<file path="config.mk">
export PLATFORM = sky130hd
export DESIGN_NAME = cam_cfg_seq
export DESIGN_NICKNAME = d
export VERILOG_FILES = /design/src/rtl/cam_cfg_seq.sv
export SDC_FILE = /design/constraint.sdc
export NUM_CORES = 1
export LEC_CHECK = 0
export BUFFER_PORTS_ARGS = -buffer_cell sky130_fd_sc_hd__buf_2
export CORE_UTILIZATION = 35
export DETAILED_ROUTE_END_ITERATION = 10
export SKIP_CTS_REPAIR_TIMING = 1
export SLEW_MARGIN = 20
export SYNTH_ARGS = -nofsm -noshare
export SYNTH_HDL_FRONTEND = slang
export SYNTH_SLANG_ARGS = --single-unit
</file>
<file path="constraint.sdc">
create_clock -name i_clk -period 2.65 [get_ports i_clk]
set_clock_uncertainty 0.15 [all_clocks]
set_input_delay 0.1325 -clock i_clk [delete_from_list [all_inputs] [get_ports i_clk]]
set_output_delay 0.1325 -clock i_clk [all_outputs]
set_load 0.05 [all_outputs]
</file>
<file path="src/rtl/cam_cfg_seq.sv">
// Camera config sequencer: walks the register ROM, hands entries to the SCCB master,
// honours FF_F0 (settle delay) and FF_FF (end). Optional: CAM_CFG_AUTOSTART_EN.
module cam_cfg_seq #(
  parameter int CLK_F    = 24_000_000,
  parameter int DELAY_MS = 10
) (
  input  logic        i_clk,
  input  logic        i_rst,
  input  logic        i_start,
  output logic [7:0]  o_rom_addr,
  input  logic [15:0] i_rom_data,
  output logic        o_sccb_valid,
  input  logic        i_sccb_ready,
  output logic [7:0]  o_sccb_reg,
  output logic [7:0]  o_sccb_data,
  output logic        o_busy,
  output logic        o_done
);

  localparam int DELAY_CYCLES = CLK_F / 1000 * DELAY_MS;
  localparam int CNT_W        = $clog2(DELAY_CYCLES + 1);
  localparam logic [CNT_W-1:0] DLY_LOAD = CNT_W'(DELAY_CYCLES - 1);

  typedef enum logic [2:0] {
    S_IDLE,
    S_FETCH,
    S_DECODE,
    S_SEND,
    S_DELAY,
    S_DONE
  } state_t;

  state_t           state;
  logic [CNT_W-1:0] dly_cnt;
  logic             start_eff;
  logic             last_addr;

`ifdef CAM_CFG_AUTOSTART_EN
  // Set throughout reset, cleared by the first edge after release: one implicit start.
  logic auto_pend;

  always_ff @(posedge i_clk or posedge i_rst) begin
    if (i_rst) auto_pend <= 1'b1;
    else       auto_pend <= 1'b0;
  end

  assign start_eff = i_start | auto_pend;
`else
  assign start_eff = i_start;
`endif

  // The last ROM slot finishes the sequence instead of wrapping back to entry 0.
  assign last_addr = (o_rom_addr == 8'hFF);

  // NOTE: all state is updated with non-blocking assignments so every register
  // samples pre-edge values; blocking here would create order-dependent logic.
  always_ff @(posedge i_clk or posedge i_rst) begin
    if (i_rst) begin
      state        <= S_IDLE;
      o_rom_addr   <= '0;
      o_sccb_valid <= 1'b0;
      o_sccb_reg   <= '0;
      o_sccb_data  <= '0;
      o_busy       <= 1'b0;
      o_done       <= 1'b0;
      dly_cnt      <= '0;
    end else begin
      unique case (state)
        S_IDLE: begin
          o_rom_addr <= '0;
          if (start_eff) begin
            o_busy <= 1'b1;
            state  <= S_FETCH;
          end
        end

        S_FETCH: state <= S_DECODE;

        S_DECODE: begin
          if (i_rom_data == 16'hFFFF) begin
            o_busy <= 1'b0;
            o_done <= 1'b1;
            state  <= S_DONE;
          end else if (i_rom_data == 16'hFFF0) begin
            dly_cnt <= DLY_LOAD;
            state   <= S_DELAY;
          end else begin
            o_sccb_reg   <= i_rom_data[15:8];
            o_sccb_data  <= i_rom_data[7:0];
            o_sccb_valid <= 1'b1;
            state        <= S_SEND;
          end
        end

        S_SEND: begin
          if (i_sccb_ready) begin
            o_sccb_valid <= 1'b0;
            if (last_addr) begin
              o_busy <= 1'b0;
              o_done <= 1'b1;
              state  <= S_DONE;
            end else begin
              o_rom_addr <= o_rom_addr + 8'd1;
              state      <= S_FETCH;
            end
          end
        end

        S_DELAY: begin
          if (dly_cnt == '0) begin
            if (last_addr) begin
              o_busy <= 1'b0;
              o_done <= 1'b1;
              state  <= S_DONE;
            end else begin
              o_rom_addr <= o_rom_addr + 8'd1;
              state      <= S_FETCH;
            end
          end else begin
            dly_cnt <= dly_cnt - CNT_W'(1);
          end
        end

        S_DONE: begin
          if (start_eff) begin
            o_done     <= 1'b0;
            o_busy     <= 1'b1;
            o_rom_addr <= '0;
            state      <= S_FETCH;
          end
        end

        default: state <= S_IDLE;
      endcase
    end
  end

endmodule

</file>
==> impl_results.md <==
* Status: finished clean
* First-pass iteration count of the detailed router at 4
* Warnings from Yosys at 0
* Clk_lat worst skew at 0.30 ns
* CTS tree: done
* Critical R2R Capture: o_rom_addr[4]
* Max Cap Viol at 0
* Max-slew violations at 0
* Hold_sp: i_sccb_ready
* FF+latch count, synth at 48
* CTS clock-pin slew for the worst setup and hold paths at 0.09 ns
* Initial detailed-routing violation count at 138
* Post-synth top area cell: dfrtp_1
* Vias per inst at 5.31
* Post-synth EDFFs at 0
* Clock Tree Root: clkbuf_8
* Layout cells sized above 1 at 0.324
* Fmax at 397 MHz
* Hold Vio Cnt, Final at 0
* Initial Util at 0.361
* GRT Overall Usage at 0.162
* Crit-path max FO at 9
* Peak supply drop at 648 uV
* Worst hold stages at 3
* Async set or reset register ratio after synthesis at 1.00
* Most common cell after layout, fill and taps aside: dfrtp_1
* Die W at 88.3 um
* Core area at 7210 um2
* Ranking of synthesized cells by area: dfrtp_1, mux2_2, o31ai_1, or4_1, o21ai_0
* Total via count in the routed design at 2332
* Most frequent cells in the layout: dfrtp_1, buf_2, buf_4
* Endpoint class of the critical path: flip-flop
* Synth top area share at 0.461
* Slew @ Worst Pin at 0.683 ns
* # nets final at 363
* Mapped Area at 2610 um2
* Synthesized instance count at 263
* Antenna diodes at 0
* Crit Path Category: reg -> reg
* Register area at 1200 um2
* WL/cell at 13.9 um
* Syn_nets at 287
* Worst min path class: in -> reg
* CTS Sinks at 48
* Sequential-to-total area share from yosys stat at 0.461
* Ys flop type: dfrtp_1
* Placed Cells incl. Taps at 414
* Hold Path Sink: o_sccb_valid
* Crit share post-route at 0.951
* # IOs at 47
* Finished Layout Cells at 439
* Power consumption at 3.14 mW
* Initial antenna violation count at 0
* Mean Syn Cell Area at 9.91 um2
* Crit start category: flip-flop
* Num rows at 31
* DRC viols at 0
* Setup_tns at 0 ns
* Detailed Route WL at 6120 um
* Max FFs per register at 18
* Power Dens Cells at 923 nW/um2
* Clock buffer depth at 2
* Fin Hold WS at 0.0106 ns
* CP Data Arrival Time at 2.54 ns
* H-tree levels at 2
* IO Port Bufs at 46
* Die Height at 88.3 um
* First-pass GRT wire length at 9950 um
* Largest register by flop count: dly_cnt
* Largest net degree at the start of global routing at 29
* Global route total overflow at 0
* Setup WS post-layout at 0.131 ns
* Unrepaired setup endpoints after global routing: false
* Antenna-violating nets left at 0
* DP Wirelength at 4400 um
* Post-synthesis cell type count at 47
* Reg2reg setup slack at 0.13 ns
* Critical path required time at 2.68 ns
* Worst slack at placement at 0.0345 ns
* Worst r2r path cells at 5
* Final setup viols at 0
* Die footprint at 7800 um2
* Routability cong. at 0.813
* Area of the multi-input gates at 1350 um2
* Slew HR at 0.538
* Min Clock Period, post-route at 2.52 ns
* Synthesis-to-finish area growth at 30.5%
* RR Startpoint: dly_cnt[6]
* # fillers at 700
* LEAKAGE at 1.40 nW
* Number of global-route vias before repair at 2144
* CTS buffer count at 5
## through the flow
| stage | area (um2) | util |
|---|---|---|
| global placement | 3060 | 0.424 |
| floorplan | 2630 | - |
| global route | 3400 | 0.472 |
| CTS | 3190 | 0.442 |
| finish | 3400 | 0.472 |
| detailed placement | 3060 | 0.424 |
## metal layers
layer,vias up,share of wire,global-route usage
met5,-,0,0
met4,0,0.0036,0.0411
met3,4,0.040,0.0326
met2,51,0.47,0.256
met1,1135,0.49,0.228
li1,1142,-,-
## worst max path at each step
| stage | startpoint | end | slack, ns | depth (start not counted) |
|---|---|---|---|---|
| after floorplan | dly_cnt[0] | o_rom_addr[3] | -0.05 | 10 |
| after global placement | dly_cnt[6] | o_rom_addr[7] | 0.07 | 5 |
| after detailed placement | dly_cnt[6] | o_rom_addr[4] | 0.03 | 5 |
| after CTS | dly_cnt[6] | o_rom_addr[5] | 0.006 | 5 |
| after global routing | dly_cnt[1] | dly_cnt[11] | 0.03 | 9 |
| final | dly_cnt[6] | o_rom_addr[4] | 0.13 | 5 |
## synth_stat cells, types with 6 or more instances
| library cell | n |
|---|---|
| dfrtp_1 | 48 |
| mux2_2 | 17 |
| nor2_1 | 17 |
| o21ai_0 | 14 |
| nand2_1 | 12 |
| o31ai_1 | 12 |
| clkbuf_1 | 11 |
| nor3_1 | 11 |
| inv_1 | 10 |
| nand3_1 | 10 |
| or4_1 | 10 |
| nor4_1 | 7 |
| nand4_1 | 6 |
## final cells by class
class | instances | share of cell area
inverter | 10 | 0.0110
tap | 99 | 0.0364
sequential | 48 | 0.353
timing repair buffer | 85 | 0.166
clock buffer | 7 | 0.0283
clock inverter | 1 | 0.00883
multi-input combinational | 189 | 0.396
## cells by family after synthesis
family / count (synthesis) / synth area share
compound gates: 61 / 0.165
xor+xnor: 6 / 0.0202
fa+ha+maj: 4 / 0.0192
buf+inv: 26 / 0.0422
flops: 48 / 0.461
mux: 19 / 0.0811
simple gates: 99 / 0.211
## power by group
part	internal, mW	leakage [nW]	total [mW]	switching [mW]
registers	0.918	0.549	1.06	0.140
clock network	0.333	0.0645	0.573	0.240
logic	0.508	0.783	1.51	1.00
## critical path, cell delays in order (launching register included)
cell and delay [ns]:
dfrtp_1 0.39, or4_4 0.58, or4_4 0.55, o311a_4 0.43, o31ai_1 0.20, o31ai_1 0.10
Note: power is estimated with default switching activity, not from simulation.
